[src/rtl/prog_sequencer_if.sv]
// Handshake and core-control bundle between the bench/top level and the
// program sequencer. master = requester/core side, slave = sequencer.
interface prog_sequencer_if #(
    parameter int PC_W = 10
);
    logic            req;
    logic            core_halt;
    logic            ack;
    logic            busy;
    logic            core_run;
    logic            pc_load;
    logic [PC_W-1:0] pc_start;
    logic [1:0]      prog_id;
    logic            timeout_err;

    modport master (
        output req,
        output core_halt,
        input  ack,
        input  busy,
        input  core_run,
        input  pc_load,
        input  pc_start,
        input  prog_id,
        input  timeout_err
    );

    modport slave (
        input  req,
        input  core_halt,
        output ack,
        output busy,
        output core_run,
        output pc_load,
        output pc_start,
        output prog_id,
        output timeout_err
    );
endinterface

[src/rtl/prog_sequencer.sv]
// Run controller: each request launches the next program in the rotation,
// loads its start PC, runs the core until halt or watchdog, then acks.
//
// state | meaning
// IDLE  | after reset, waiting for the first request
// LOAD  | one-cycle pc_load strobe, watchdog and error flag cleared
// RUN   | core enabled, watchdog counting, waiting for halt
// DONE  | ack held, next program selected, waiting for next request
module prog_sequencer #(
    parameter int PC_W     = 10,
    parameter int NUM_PROG = 3,
    parameter int START0   = 0,
    parameter int START1   = 128,
    parameter int START2   = 256,
    parameter int START3   = 384,
    parameter int TIMEOUT  = 65535,
    parameter int TO_W     = 16
) (
    input  logic             clk,
    input  logic             reset,
    prog_sequencer_if.slave  bus
);

    localparam logic [1:0] IDLE = 2'd0;
    localparam logic [1:0] LOAD = 2'd1;
    localparam logic [1:0] RUN  = 2'd2;
    localparam logic [1:0] DONE = 2'd3;

    localparam logic [1:0]      LAST_PROG = 2'(NUM_PROG - 1);
    // Wraps to all-ones when TIMEOUT==0; the compare is masked in that case.
    localparam logic [TO_W-1:0] WDOG_LAST = TO_W'(TIMEOUT - 1);

    logic [1:0]      state;
    logic [1:0]      state_nxt;
    logic            req_q;
    logic            req_edge;
    logic [TO_W-1:0] wdog;
    logic            wdog_expire;
    logic [1:0]      prog_id;
    logic            timeout_err;
    logic [PC_W-1:0] pc_start;

    assign req_edge    = bus.req & ~req_q;
    assign wdog_expire = (TIMEOUT != 0) && (wdog == WDOG_LAST);

    // Next-state decode; requests outside IDLE/DONE are dropped, not queued.
    always_comb begin
        state_nxt = state;
        case (state)
            IDLE:    if (req_edge) state_nxt = LOAD;
            LOAD:    state_nxt = RUN;
            RUN:     if (bus.core_halt || wdog_expire) state_nxt = DONE;
            DONE:    if (req_edge) state_nxt = LOAD;
            default: state_nxt = IDLE;
        endcase
    end

    // State register and request edge history.
    always_ff @(posedge clk or negedge reset) begin
        if (!reset) begin
            state <= IDLE;
            req_q <= 1'b0;
        end else begin
            state <= state_nxt;
            req_q <= bus.req;
        end
    end

    // Watchdog counts RUN cycles since the last LOAD.
    always_ff @(posedge clk or negedge reset) begin
        if (!reset) begin
            wdog <= '0;
        end else if (state == LOAD) begin
            wdog <= '0;
        end else if (state == RUN) begin
            wdog <= wdog + 1'b1;
        end
    end

    // Advance the program rotation as the run finishes.
    always_ff @(posedge clk or negedge reset) begin
        if (!reset) begin
            prog_id <= 2'd0;
        end else if (state == RUN && state_nxt == DONE) begin
            prog_id <= (prog_id == LAST_PROG) ? 2'd0 : prog_id + 2'd1;
        end
    end

    // Error flag is sticky until the next LOAD; halt beats a same-cycle expiry.
    always_ff @(posedge clk or negedge reset) begin
        if (!reset) begin
            timeout_err <= 1'b0;
        end else if (state == LOAD) begin
            timeout_err <= 1'b0;
        end else if (state == RUN && !bus.core_halt && wdog_expire) begin
            timeout_err <= 1'b1;
        end
    end

    // Start address lookup, valid in every state.
    always_comb begin
        case (prog_id)
            2'd0:    pc_start = PC_W'(START0);
            2'd1:    pc_start = PC_W'(START1);
            2'd2:    pc_start = PC_W'(START2);
            default: pc_start = PC_W'(START3);
        endcase
    end

    assign bus.ack         = (state == DONE);
    assign bus.busy        = (state == LOAD) || (state == RUN);
    assign bus.core_run    = (state == RUN);
    assign bus.pc_load     = (state == LOAD);
    assign bus.pc_start    = pc_start;
    assign bus.prog_id     = prog_id;
    assign bus.timeout_err = timeout_err;

endmodule

[src/flat_wrapper.sv]
// flat-port wrapper written by rule: the top's interface ports become plain ports
module prog_sequencer_flat 
#(
    parameter int PC_W     = 10,
    parameter int NUM_PROG = 3,
    parameter int START0   = 0,
    parameter int START1   = 128,
    parameter int START2   = 256,
    parameter int START3   = 384,
    parameter int TIMEOUT  = 65535,
    parameter int TO_W     = 16
)
  (clk, reset, bus_req, bus_core_halt, bus_ack, bus_busy, bus_core_run, bus_pc_load, bus_pc_start, bus_prog_id, bus_timeout_err);
  prog_sequencer_if #(.PC_W(PC_W)) bus_i ();
  input  logic clk;
  input  logic reset;
  input wire logic [$bits(bus_i.req)-1:0] bus_req;
  input wire logic [$bits(bus_i.core_halt)-1:0] bus_core_halt;
  output wire logic [$bits(bus_i.ack)-1:0] bus_ack;
  output wire logic [$bits(bus_i.busy)-1:0] bus_busy;
  output wire logic [$bits(bus_i.core_run)-1:0] bus_core_run;
  output wire logic [$bits(bus_i.pc_load)-1:0] bus_pc_load;
  output wire logic [$bits(bus_i.pc_start)-1:0] bus_pc_start;
  output wire logic [$bits(bus_i.prog_id)-1:0] bus_prog_id;
  output wire logic [$bits(bus_i.timeout_err)-1:0] bus_timeout_err;
  assign bus_i.req = bus_req;
  assign bus_i.core_halt = bus_core_halt;
  assign bus_ack = bus_i.ack;
  assign bus_busy = bus_i.busy;
  assign bus_core_run = bus_i.core_run;
  assign bus_pc_load = bus_i.pc_load;
  assign bus_pc_start = bus_i.pc_start;
  assign bus_prog_id = bus_i.prog_id;
  assign bus_timeout_err = bus_i.timeout_err;
  prog_sequencer #(.PC_W(PC_W), .NUM_PROG(NUM_PROG), .START0(START0), .START1(START1), .START2(START2), .START3(START3), .TIMEOUT(TIMEOUT), .TO_W(TO_W)) u_core (.clk(clk), .reset(reset), .bus(bus_i));
endmodule
[config.mk]
export PLATFORM = sky130hd
export DESIGN_NAME = prog_sequencer_flat
export DESIGN_NICKNAME = d
export VERILOG_FILES = /design/src/rtl/prog_sequencer_if.sv /design/src/rtl/prog_sequencer.sv /design/src/flat_wrapper.sv
export SDC_FILE = /design/constraint.sdc
export NUM_CORES = 1
export LEC_CHECK = 0
export CAP_MARGIN = 20
export CORE_MARGIN = 2
export CORE_UTILIZATION = 56
export DETAILED_ROUTE_END_ITERATION = 10
export GPL_TIMING_DRIVEN = 1
export HOLD_SLACK_MARGIN = 0.15
export PLACE_DENSITY = 0.93
export SYNTH_ARGS = -nofsm -noshare
export SYNTH_HDL_FRONTEND = slang
export SYNTH_SLANG_ARGS = --single-unit
[constraint.sdc]
create_clock -name clk -period 4.15 [get_ports clk]
set_input_delay 0.83 -clock clk [delete_from_list [all_inputs] [get_ports clk]]
set_output_delay 0.83 -clock clk [all_outputs]
set_load 0.02 [all_outputs]
* Word level (Yosys, flattened, before mapping)
Cells that the tools add are included.
** Word-level totals
- Word-level logic and storage cells :: 36
- Flip-flop bits (word level) :: 22
- Bits of input ports :: 4
** Cells by class
- Add/subtract/negate cells :: 2
- Equal/unequal tests :: 7
- Bitwise operators :: 2
- Reductions and logical operators :: 11
- Mux-type cells :: 9
** Operators by type and width (number)
- 16-bit 2-to-1 mux :: 2
- 9-bit case mux with 3 select lines :: 1
- 16-bit by 1-bit adder with 16-bit output, second input constant :: 1
- 16-bit == test, second input constant :: 1
- 2-bit == test, second input constant :: 4
- 2-bit 2-to-1 mux :: 3
- 2-bit case mux with 3 select lines :: 1
- 2-bit by 1-bit == test with 1-bit output, second input constant :: 2
- 2-bit zero test :: 2
- 2-bit nonzero test :: 2
- 1-bit logical AND :: 3
- 2-bit by 1-bit adder with 2-bit output, second input constant :: 1
- 1-bit logical OR :: 2
- 1-bit 2-to-1 mux :: 2
- 2-bit OR reduction :: 1
- 1-bit bitwise AND :: 1
- 1-bit zero test :: 1
- 1-bit NOT :: 1

* Longest topological paths before layout
- Depth after elaboration :: 6
- Mapped depth :: 7
- Mapped depth without buffers :: 6

* Least setup slack after synthesis
OpenSTA, ideal clock, no wires.
- Kind :: register to output
- From :: reg u_core.state[0]
- To :: out bus_busy
- Data required time :: 3.320 ns
- Data arrival time :: 1.145 ns
- Setup slack :: 2.175 ns
- Path buffers :: 1
- Cell stages (with the launch flop) :: 5
- Cell sequence :: dfrtp_1 -> inv_1 -> ha_1 -> clkbuf_1 -> inv_1
** Between the ends
- Longest elaborated chain between the ends :: 2
- Elaborated cells between the ends (all ways) :: 3
** Ends and longest elaborated chain
- start, declared :: RTL line prog_sequencer.sv:33 : logic [1:0] state;
- start signal, assigned :: RTL line prog_sequencer.sv:64 : state <= state_nxt;
- 2-bit by 1-bit == test with 1-bit output / 2-bit == test (equally long branches) :: RTL line prog_sequencer.sv:111 : assign bus.busy = (state == LOAD) || (state == RUN);
- 1-bit logical OR (*) :: RTL line prog_sequencer.sv:111
- end, declared :: RTL line flat_wrapper.sv:20 : output wire logic [$bits(bus_i.busy)-1:0] bus_busy;
Every way passes the cells marked *; elsewhere a longest branch is shown, timed or not.

* Final worst setup path
Ends and elaborated chain as after synthesis.

==> reports/results.ini <==
[clock_tree]
cts-resized-gates=0
hold_buffers=0
tritoncts=yes
root_buffer=clkbuf_4
clock_path_buffers=2
cts_buffers=3
post_cts_buffers=0
htree_levels=1
clkTransAtPathRegs_ps=130
clkLatencyLatePin_ps=320
numClockSinks=22

[pwr]
peakVddDrop_mv=0.3511
power_density_mw_per_mm2=606.2
power.leakage_nw=0.6371

[yosys]
postSynthAreaPerCell_um2=9.321
yosys_register_bits=22
synth-edff-count=0
synth_area_leaders=dfrtp_1 (43%), ha_1 (4.9%), buf_4 (4.7%)
synth_flop_cell=dfrtp_1
synth_cell_types=37
synth.top_cell.area_share_pct=42.80
syn_inst=138
synth-async-reset-ratio_pct=100.0
synth_seq_area_share_pct=42.80
netlist_area_mm2=0.001286
yosysTopAreaCell=dfrtp_1
yosysWarnings=0

[floorplanning]
die-area_mm2=0.002696
die_w_um=51.93
fp.dieH_um=51.93
pin_count=21
start_util_pct=58.71
core-area_mm2=0.002191
rows=17

[routing]
ant_nets=0
drt-initial-drc-count=22
wl_per_cell_um=14.65
detailroute.via_count=1025
drcViolationCount=0
viasPerCell=5.791
postRouteWirelength_um=2593
drt_pass1_iterations=4

[cells_and_area]
area_growth_pct=13.23
diodes=0
fillers=165
layout.nets=159
fin_cells=177
fin_util_pct=66.48
multi_input_area_um2=645.6
drive_gt1_share_pct=8.054
regArea_um2=550.5

[worst_setup_path]
critPathSlowestCell=clkdlybuf4s50_1
slowest_delay_ps=600
cp-start-kind=register
cp_num_buf_inv=3
critPathMostFrequentCell=inv_1
rr_endpoint=u_core.wdog[13]$_DFFE_PN0P_
worstSetupPathType=reg2out
reg2reg_depth=5
reg2reg_from=u_core.state[1]$_DFF_PN0_
cp_num_cells=4
endpoint_kind=output pin
crit_family=buffers and inverters
rrSetupSlack_ps=1790
path_cells=inv_1 -> ha_1 -> inv_1 -> clkdlybuf4s50_1
path_max_fanout=13
cp.required_ps=3320
arrival_ps=2000

[placement]
pre_cts_slack_ps=1697
place_hpwl_um=1870
port_buffers=12
placed_cells=172
routabilityCongestion=0.7597

[global_routing]
antenna_found_initial=0
grt_pass1_wl_um=4271
grt_pass1_vias=971
grt_overflow=0
grt_usage_pct=21.20
grt_max_degree=23

[sta]
max_slew_margin_pct=33.46
slew_viol_final=0
whs_ps=520.9
clock_skew_ps=5.507
tightest_slew_ps=996.0
min_period_ps=2834
finalHoldViolations=0
fmax_mhz=352.9
rsz0062_at_grt=no
setup_viol=0
finalCritPeriodShare_pct=68.29
setup_ws_ps=1316
setup_tns_ps=0

[min_path]
whs_endpoint=u_core.bus.timeout_err$_DFFE_PN0P_
holdCritStartpoint=u_core.bus.timeout_err$_DFFE_PN0P_
whs_path_depth=2
hold_class=reg2reg

[flow_run]
drv_cap=0

[run_status]
status=completed

## synthesized netlist by cell type, types with 3 or more instances
cell type	number
or3_1	3
nand2_1	9
nor4_1	3
inv_1	10
buf_4	8
o21ai_0	7
nand3_1	3
ha_1	5
xnor2_1	5
clkbuf_1	5
nand4_1	4
nor2b_1	3
nor2_1	16
nand2b_1	3
a21oi_1	4
dfrtp_1	22
## tightest hold or removal path, stage by stage (launching register included)
cell,delay [ps]
dfrtp_1,370
nand2b_1,60
o31ai_1,60
## how the worst max path moves through the flow
stage | start | to | slack (ps)
after global placement | u_core.state[0]$_DFF_PN0_ | bus_busy | 1760
after CTS | u_core.state[0]$_DFF_PN0_ | bus_busy | 1320
after global routing | u_core.state[0]$_DFF_PN0_ | bus_busy | 1210
after detailed placement | u_core.state[0]$_DFF_PN0_ | bus_busy | 1700
final | u_core.state[0]$_DFF_PN0_ | bus_busy | 1320
after floorplan | u_core.state[0]$_DFF_PN0_ | bus_busy | 2180
## metal layers
metal / wire (µm) / vias to the layer above / track usage [%]
li1: - / 485 / -
met1: 1053 / 506 / 25.93
met2: 1367 / 27 / 36.92
met3: 118 / 7 / 3.161
met4: 53 / 0 / 8.772
met5: 0 / - / 0
## layout make-up
class / instances / area share [%]
multi-input combinational: 100 / 44.33
sequential: 22 / 37.80
timing repair buffer: 13 / 9.278
inverter: 10 / 2.577
tap: 28 / 2.405
clock inverter: 1 / 2.062
clock buffer: 3 / 1.546
## through the flow
| stage | total power, mW | area (µm²) |
|---|---|---|
| finish | 0.8828 | 1456 |
| global route | 0.9363 | 1456 |
| CTS | 0.8813 | 1441 |
| detailed placement | 0.7139 | 1389 |
| global placement | 0.6779 | 1389 |
| floorplan | 0.5791 | 1313 |
## registers in the layout (all words and copies together) (netlist names)
| signal | count |
|---|---|
| u_core.bus.prog_id | 2 |
| u_core.wdog | 16 |
| u_core.req_q | 1 |
| u_core.state | 2 |
| u_core.bus.timeout_err | 1 |
## cell families (layout without fill, tap and decap cells)
logic type | after synthesis | after routing | synth area share, %
buffers and inverters | 23 | 27 | 9.047
AO/OA/AOI/OAI | 23 | 23 | 11.77
AND/OR/NAND/NOR | 55 | 55 | 24.71
adder cells (fa/ha/maj) | 5 | 5 | 4.864
XOR/XNOR | 7 | 7 | 4.767
multiplexers | 2 | 2 | 1.751
other | 1 | 8 | 0.2915
flip-flops | 22 | 22 | 42.80
## power breakdown
group | total [mW] | internal [mW] | switching, mW
combinational | 0.404 | 0.169 | 0.235
clock | 0.167 | 0.0978 | 0.0695
sequential | 0.312 | 0.255 | 0.0568
total | 0.883 | 0.521 | 0.362
## cell usage in the layout, fill, tap and decap left out, drive strengths merged, types with 3 or more instances in the layout
| cell type | count |
|---|---|
| ha | 5 |
| o21ai | 7 |
| conb | 8 |
| nand3 | 3 |
| nand4 | 5 |
| dfrtp | 22 |
| clkdlybuf4s50 | 12 |
| nor2 | 16 |
| or3 | 4 |
| nand2b | 3 |
| xnor2 | 5 |
| clkbuf | 3 |
| nor4 | 4 |
| nand2 | 9 |
| inv | 10 |
| a21oi | 4 |
| nor2b | 3 |
No activity file was read; power rests on OpenSTA's default activity.
